[config.mk]
export PLATFORM = sky130hd
export DESIGN_NAME = uart_rx
export DESIGN_NICKNAME = d
export VERILOG_FILES = /design/src/rtl/uart_pkg.sv /design/src/rtl/sync_2ff.sv /design/src/rtl/uart_rx.sv
export SDC_FILE = /design/constraint.sdc
export NUM_CORES = 1
export LEC_CHECK = 0
export CORE_ASPECT_RATIO = 1.2
export CORE_MARGIN = 3
export CORE_UTILIZATION = 60
export DETAILED_ROUTE_END_ITERATION = 7
export PLACE_DENSITY = 0.81
export SYNTH_ARGS = -nofsm -noshare
export SYNTH_HDL_FRONTEND = slang
export SYNTH_SLANG_ARGS = --single-unit
[constraint.sdc]
create_clock -name clk -period 3.1 [get_ports clk]
set_clock_uncertainty 0.1 [all_clocks]
set_input_delay 0.62 -clock clk [delete_from_list [all_inputs] [get_ports clk]]
set_output_delay 0.62 -clock clk [all_outputs]
set_load 0.005 [all_outputs]
[src/rtl/uart_pkg.sv]
// Shared UART definitions: receiver/transmitter state encoding and default bit timing.
// Used by both uart_rx and the existing transmitter.
package uart_pkg;

    // 27 MHz system clock at 9600 baud
    localparam int UART_CLKS_PER_BIT = 2812;
    localparam int UART_DATA_BITS    = 8;

    typedef enum logic [2:0] {
        ST_IDLE  = 3'd0,
        ST_START = 3'd1,
        ST_DATA  = 3'd2,
        ST_STOP  = 3'd3,
        ST_BREAK = 3'd4
    } uart_state_t;

endpackage : uart_pkg

[src/rtl/sync_2ff.sv]
// Two-flop synchronizer for a single asynchronous level input.
// The reset value lets idle-high lines come out of reset without a false edge.
module sync_2ff #(
    parameter logic RST_VAL = 1'b0
) (
    input  logic clk,
    input  logic rst,
    input  logic d,
    output logic q
);

    logic meta;

    always_ff @(posedge clk or posedge rst) begin
        if (rst) begin
            meta <= RST_VAL;
            q    <= RST_VAL;
        end else begin
            meta <= d;
            q    <= meta;
        end
    end

endmodule : sync_2ff

[src/rtl/uart_rx.sv]
// 8N1 UART receiver: mid-bit sampling, one-cycle valid / frame_err pulses.
// All outputs are registered; rx only reaches the logic through sync_2ff.
//
// state    | meaning
// ---------+----------------------------------------------------------
// ST_IDLE  | line idle, waiting for rx_s low
// ST_START | half-bit wait, then confirm start bit (high = glitch)
// ST_DATA  | one bit period per data bit, LSB first into shift reg
// ST_STOP  | one bit period, then check stop bit
// ST_BREAK | stop bit was low; wait for the line to return high
module uart_rx
    import uart_pkg::*;
#(
    parameter int CLKS_PER_BIT = UART_CLKS_PER_BIT
) (
    input  logic       clk,
    input  logic       rst,
    input  logic       rx,
    output logic [7:0] data,
    output logic       valid,
    output logic       frame_err,
    output logic       busy
);

    localparam int CW = (CLKS_PER_BIT > 1) ? $clog2(CLKS_PER_BIT) : 1;
    localparam logic [CW-1:0] CNT_FULL = CW'(CLKS_PER_BIT - 1);
    localparam logic [CW-1:0] CNT_HALF = CW'(CLKS_PER_BIT / 2 - 1);
    localparam logic [2:0]    IDX_LAST = 3'(UART_DATA_BITS - 1);

    logic              rx_s;
    uart_state_t       state, state_nxt;
    logic [CW-1:0]     cnt, cnt_nxt;
    logic [2:0]        idx, idx_nxt;
    logic [7:0]        shreg, shreg_nxt;
    logic [7:0]        data_nxt;
    logic              valid_nxt;
    logic              ferr_nxt;

    sync_2ff #(
        .RST_VAL(1'b1)
    ) u_sync_rx (
        .clk(clk),
        .rst(rst),
        .d  (rx),
        .q  (rx_s)
    );

    always_ff @(posedge clk or posedge rst) begin
        if (rst) begin
            state     <= ST_IDLE;
            cnt       <= '0;
            idx       <= '0;
            shreg     <= 8'h00;
            data      <= 8'h00;
            valid     <= 1'b0;
            frame_err <= 1'b0;
        end else begin
            state     <= state_nxt;
            cnt       <= cnt_nxt;
            idx       <= idx_nxt;
            shreg     <= shreg_nxt;
            data      <= data_nxt;
            valid     <= valid_nxt;
            frame_err <= ferr_nxt;
        end
    end

    always_comb begin
        state_nxt = state;
        cnt_nxt   = cnt;
        idx_nxt   = idx;
        shreg_nxt = shreg;
        data_nxt  = data;
        valid_nxt = 1'b0;
        ferr_nxt  = 1'b0;

        case (state)
            ST_IDLE: begin
                cnt_nxt = '0;
                idx_nxt = '0;
                if (!rx_s) begin
                    state_nxt = ST_START;
                end
            end

            ST_START: begin
                if (cnt == CNT_HALF) begin
                    cnt_nxt   = '0;
                    idx_nxt   = '0;
                    state_nxt = rx_s ? ST_IDLE : ST_DATA;
                end else begin
                    cnt_nxt = cnt + 1'b1;
                end
            end

            ST_DATA: begin
                if (cnt == CNT_FULL) begin
                    cnt_nxt        = '0;
                    shreg_nxt[idx] = rx_s;
                    idx_nxt        = idx + 1'b1;
                    if (idx == IDX_LAST) begin
                        state_nxt = ST_STOP;
                    end
                end else begin
                    cnt_nxt = cnt + 1'b1;
                end
            end

            ST_STOP: begin
                if (cnt == CNT_FULL) begin
                    cnt_nxt = '0;
                    if (rx_s) begin
                        data_nxt  = shreg;
                        valid_nxt = 1'b1;
                        state_nxt = ST_IDLE;
                    end else begin
                        ferr_nxt  = 1'b1;
                        state_nxt = ST_BREAK;
                    end
                end else begin
                    cnt_nxt = cnt + 1'b1;
                end
            end

            // a held-low line must not be mistaken for a new start bit
            ST_BREAK: begin
                cnt_nxt = '0;
                if (rx_s) begin
                    state_nxt = ST_IDLE;
                end
            end

            default: begin
                state_nxt = ST_IDLE;
                cnt_nxt   = '0;
                idx_nxt   = '0;
            end
        endcase
    end

    assign busy = (state != ST_IDLE);

endmodule : uart_rx

======== After elaboration in Yosys (flattened, before gate mapping) ========
Cells that the tools add are included.
storage, ports and cells
  register bits after elaboration ......... 38
  logic and storage cells ................. 60
  input bits .............................. 3
  output and inout port bits .............. 11
operators by class
  reductions and logical operators ........ 9
  $lt $le $gt $ge ......................... 2
  $add $sub $neg .......................... 2
  multiplexer cells ....................... 24
  equality and inequality tests ........... 13
  bitwise logic cells ..................... 1
operators by type and width
  kind                                                               number
  2-to-1 mux 3 bit                                                   9
  2-to-1 mux 12 bit                                                  2
  one-hot mux 12 bit (2 select lines)                                1
  one-hot mux 3 bit (5 select lines)                                 1
  adder 12 x 1 -> 12 bit, second input constant                      1
  equality test 12 x 11 -> 1 bit, second input constant              1
  equality test 12 bit, second input constant                        1
  != test 2 bit, second input constant                               5
  one-hot mux 3 bit (3 select lines)                                 1
  bitwise mux 8 bit                                                  1
  2-to-1 mux 1 bit                                                   7
  equality test 3 x 2 -> 1 bit, second input constant                2
  equality test 3 bit, second input constant                         2
  AND reduction 3 bit                                                2
  AND reduction 6 bit                                                1
  less-than comparator 3 x 4 -> 1 bit, second input constant         1
  OR reduction 2 bit                                                 2
  adder 3 x 1 -> 3 bit, second input constant                        1
  demux 1 bit (select 3 bit)                                         1
  equality test 3 x 1 -> 1 bit, second input constant                1
  greater-or-equal comparator 3 x 1 -> 1 bit, second input constant  1
  logical NOT 3 bit                                                  1
  nonzero test 3 bit                                                 1
  2-to-1 mux 2 bit                                                   1
  4 further kinds                                                    4

======== Logic depth before layout (Yosys ltp) ========
  depth in word-level cells ............... 5
  mapped depth ............................ 7
  gate-level depth less buffers ........... 6

======== By module ========
Synthesis repeated with hierarchy kept, for this count alone.
second synthesis, totals
  cell total of the unflattened synthesis .. 157
  area total of the unflattened synthesis .. 1856.8 um^2
by module, submodules not included
  module    times used  cells an instance  area an instance (um^2)  seq. area each (um^2)
  uart_rx   1           154                1800.5                   900.9
  sync_2ff  1           3                  56.3                     52.6

======== Worst setup path before layout ========
No wires, ideal clock.
  path kind ............................... reg2reg
  start point ............................. reg cnt[0]
  end point ............................... reg shreg[0]
  setup time .............................. 0.125 ns
  path buffers ............................ 0
  cell stages (with the launch flop) ...... 6
  setup slack ............................. 1.300 ns
  clock period less this slack ............ 1.800 ns
  arrival ................................. 1.575 ns
  required time ........................... 2.875 ns
  cell sequence ........................... dfrtp_1 ha_1 and4b_1 nand4_1 nor3_1 mux2_2
on the way
  longest elaborated chain between the ends .. 2
ends and longest elaborated chain
  element                               RTL line       RTL
  start, declared                       uart_rx.sv:32  logic [CW-1:0] cnt, cnt_nxt;
  start signal, assigned                uart_rx.sv:59  cnt <= cnt_nxt;
  equality test 12 bit                  uart_rx.sv:97  if (cnt == CNT_FULL) begin
  AND reduction 2 bit (no source line)  -
  end signal, assigned                  uart_rx.sv:61  shreg <= shreg_nxt;
  end, declared                         uart_rx.sv:34  logic [7:0] shreg, shreg_nxt;
No other way between the ends.
A chain may end at the register's enable or synchronous reset.

======== Worst setup path in the final report ========
  start point ............................. reg state[1]
  end point ............................... out busy
on the way
  longest elaborated chain between the ends .. 1
ends and longest elaborated chain
  element                 RTL line        RTL
  start, declared         uart_rx.sv:31   uart_state_t state, state_nxt;
  start signal, assigned  uart_rx.sv:58   state <= state_nxt;
  nonzero test 3 bit      uart_rx.sv:141  assign busy = (state != ST_IDLE);
  end, declared           uart_rx.sv:22   output logic busy
No other way between the ends.

==> summary.md <==
| Metric | Value |
|---|---|
| Distinct cells, synth | `39` |
| Max-slew violation count | `0` |
| Setup crit start kind | `flip-flop` |
| RSZ-0062 raised after global routing | `no` |
| Largest family of logic cells by synthesized area | `simple AND/OR/NAND/NOR gates` |
| Commonest non-fill, non-tap cell in the layout | `dfrtp_1` |
| Leak pwr | `~0.93 nW` |
| Sw power | `between 0.00015 and 0.0002 W` |
| Worst Hold Class | `reg2reg` |
| Yosys reg bits | `38` |
| Pwr/cell area | `between 400 and 500 nW/µm²` |
| Die X | `55.9 µm` |
| Row cnt | `21` |
| Top-Level Pins | `14` |
| CP max stage delay | `0.51 ns` |
| Top cells by area, synth | `dfrtp_1, mux2_2, nor2_1` |
| MaxCap Viol Count | `0` |
| Clk_lat worst skew | `between 0.3 and 0.4 ns` |
| M1 WL | `approximately 1.3 mm` |
| TritonCTS clock tree | `done` |
| Combinational share of power | `0.015` |
| Vias in the first global route | `1312` |
| Routed wire per std cell | `approximately 16 µm` |
| Minimum clock period | `2.39 ns` |
| Internal power | `roughly 0.00075 W` |
| Sw frac | `0.194` |
| Required time of the critical path | `roughly 2.4 ns` |
| Drt initial violations | `45` |
| Port Buffers | `13` |
| Global route overflow | `0` |
| Layout Area Growth over Synthesis | `14.5%` |
| Number of diodes | `0` |
| CP cell instances | `or3_1, clkdlybuf4s50_1` |
| Htree depth | `2` |
| Clk buf depth | `2` |
| Nets@finish | `between 150 and 200` |
| Finished Core Util | `0.729` |
| Compound-gate portion of the synthesized area | `0.0615` |
| DRC violations left | `0` |
| Largest net degree at the start of global routing | `39` |
| DP HPWL | `about 2.3 mm` |
| Most frequent cells in the layout | `dfrtp_1, nor2_1, mux2_2, clkdlybuf4s50_1, xor2_1` |
| Final period util | `0.771` |
| First drt pass iteration count | `4` |
| Share of the synthesized area in the top cell type | `0.503` |
| Final setup viols | `0` |
| Flop pwr share | `0.535` |
| Fin Setup TNS | `0 ns` |
| Die area | `roughly 3700 µm²` |
| Postcts setup bufs | `0` |
| WP buf/inv | `1` |
| Final Wtd Congestion | `about 0.79` |
| Yosys warns | `0` |
| Post-Synthesis Cells | `approximately 160` |
| First-pass GRT wire length | `~5.7 mm` |
| CTS Hold Bufs | `0` |
| Final Hold Vio Count | `0` |
| WP data arrival | `~1.7 ns` |
| Xor/xnor share of the synthesized area | `0.0489` |
| Total GRT Usage | `0.205` |
| Maximum clock frequency | `419 MHz` |
| Worst-margin pin slew | `roughly 0.53 ns` |
| Sequential area share after synthesis | `0.532` |
| TritonCTS Buffers | `5` |
| # resized after CTS | `0` |
| Met3 WL | `110 µm` |
| Syn nets | `roughly 160` |
| Slew headroom | `0.643` |
| Total clock sinks | `38` |
| Synth Area in Adders | `0.0279` |
| CP top delay family | `flip-flops` |
| DIE HEIGHT | `~66 µm` |
| Via/cell ratio | `approximately 5.8` |
| Highest metal used | `met4` |
| DRT Wirelength | `3.20 mm` |
| Crit end category | `output pin` |
| VDD IR max | `roughly 0.41 mV` |
| Clock share of power | `0.450` |
| Reg clk slew, reported paths | `about 0.1 ns` |
| Multiplexer share of the synthesized area | `0.101` |
| Status | `completed` |
| Simple-gate share of the synthesized area | `0.207` |
| Mapped Area | `~1800 µm²` |
| Initial antenna violation count | `0` |
| Core ar. | `2810 µm²` |
| Crit Path Category | `reg2out` |
| Initial core utilization | `0.637` |
| Avg Inst Size Synth | `11.6 µm²` |
| CP max stage cell | `dfrtp_1` |
| Clk root buf | `clkbuf_4` |
| Share of cells above drive strength 1 | `0.187` |
| Via count | `1197` |
| Final hold slack | `~0.26 ns` |
| Post-synth top area cell | `dfrtp_1` |
| ANT nets after route | `0` |
| Met2 Wirelength | `~1.7 mm` |
| Worst-path fanout max | `14` |
==> metal layers <==
metal	global-route usage	vias to the layer above
met5	0	-
met4	0.113	0
met3	0.0547	9
met2	0.364	21
met1	0.221	591
li1	-	576
==> stage by stage <==
step	total power, W	setup WS [ns]	instances	cell area, µm²
finish	0.000935	0.711	205	2050
global route	0.000975	0.606	205	2050
CTS	0.000944	0.689	205	2050
detailed placement	0.000524	1.08	197	1940
global placement	0.000524	1.11	197	1940
floorplan	0.000517	1.30	155	1790
==> sequential cells by signal (all words and copies together), names as in the netlist, 3 cells and up <==
name,cells
cnt,12
data,8
shreg,8
idx,3
state,3
==> cell usage after synthesis <==
master     count
a2111o_1       1
a21bo_1        1
a21boi_2       1
a21oi_1        4
a221o_1        2
a31oi_1        1
and2_1         1
and3_1         2
and3b_1        1
and4_1         2
and4b_1        1
buf_2          4
clkbuf_1       2
dfrtp_1       36
dfstp_2        2
ha_1           4
inv_1          3
mux2_2        16
nand2_1        6
nand2b_1       2
nand3_1        4
nand3_4        1
nand4_1        5
nand4b_1       1
nand4bb_1      1
nor2_1        22
nor2_4         1
nor2b_1        5
nor3_1         3
nor3b_1        2
nor3b_2        1
nor4b_1        1
nor4bb_1       1
o21ai_0        2
o311ai_0       1
o31ai_2        1
or3_1          1
xnor2_1        3
xor2_1         7
==> final cells by class <==
| cell class | instances | area (µm²) |
|---|---|---|
| sequential | 38 | 953 |
| multi-input combinational | 108 | 800 |
| fill | 196 | 761 |
| timing repair buffer | 14 | 138 |
| clock inverter | 3 | 68.8 |
| tap | 34 | 42.5 |
| clock buffer | 5 | 37.5 |
| inverter | 3 | 11.3 |
==> logic make-up (layout without fill, tap and decap cells) <==
family,after synthesis,after routing
adders and majority gates,4,4
muxes,16,16
xor gates and xnor gates,10,10
DFF,38,38
and+or+nand+nor,64,64
buffers and inverters,9,25
AOI/OAI and AO/OA,14,14
==> worst paths after layout <==
path,depth (start not counted),from,slack (ns),to
worst max-delay path,2,state[1]$_DFFE_PP0P_,0.71,busy
worst min-delay path,0,u_sync_rx.meta$_DFF_PP1_,0.26,u_sync_rx.q$_DFF_PP1_
worst max register to register,5,cnt[0]$_DFF_PP0_,1.10,shreg[0]$_DFFE_PP0P_
worst min register to register,0,u_sync_rx.meta$_DFF_PP1_,0.26,u_sync_rx.q$_DFF_PP1_
max in group asynchronous,3,rst,1.95,u_sync_rx.meta$_DFF_PP1_
min in group asynchronous,3,rst,0.58,valid$_DFF_PP0_
==> power by group through the flow <==
stage | clock network (W) | logic, W | registers (W)
global route | 0.000458 | 0.0000161 | 0.000501
CTS | 0.000429 | 0.0000144 | 0.000501
floorplan | 0 | 0.00000941 | 0.000508
detailed placement | 0 | 0.0000142 | 0.000510
finish | 0.000421 | 0.0000137 | 0.000501
global placement | 0 | 0.0000137 | 0.000510
(Power assumes the default switching activity.)
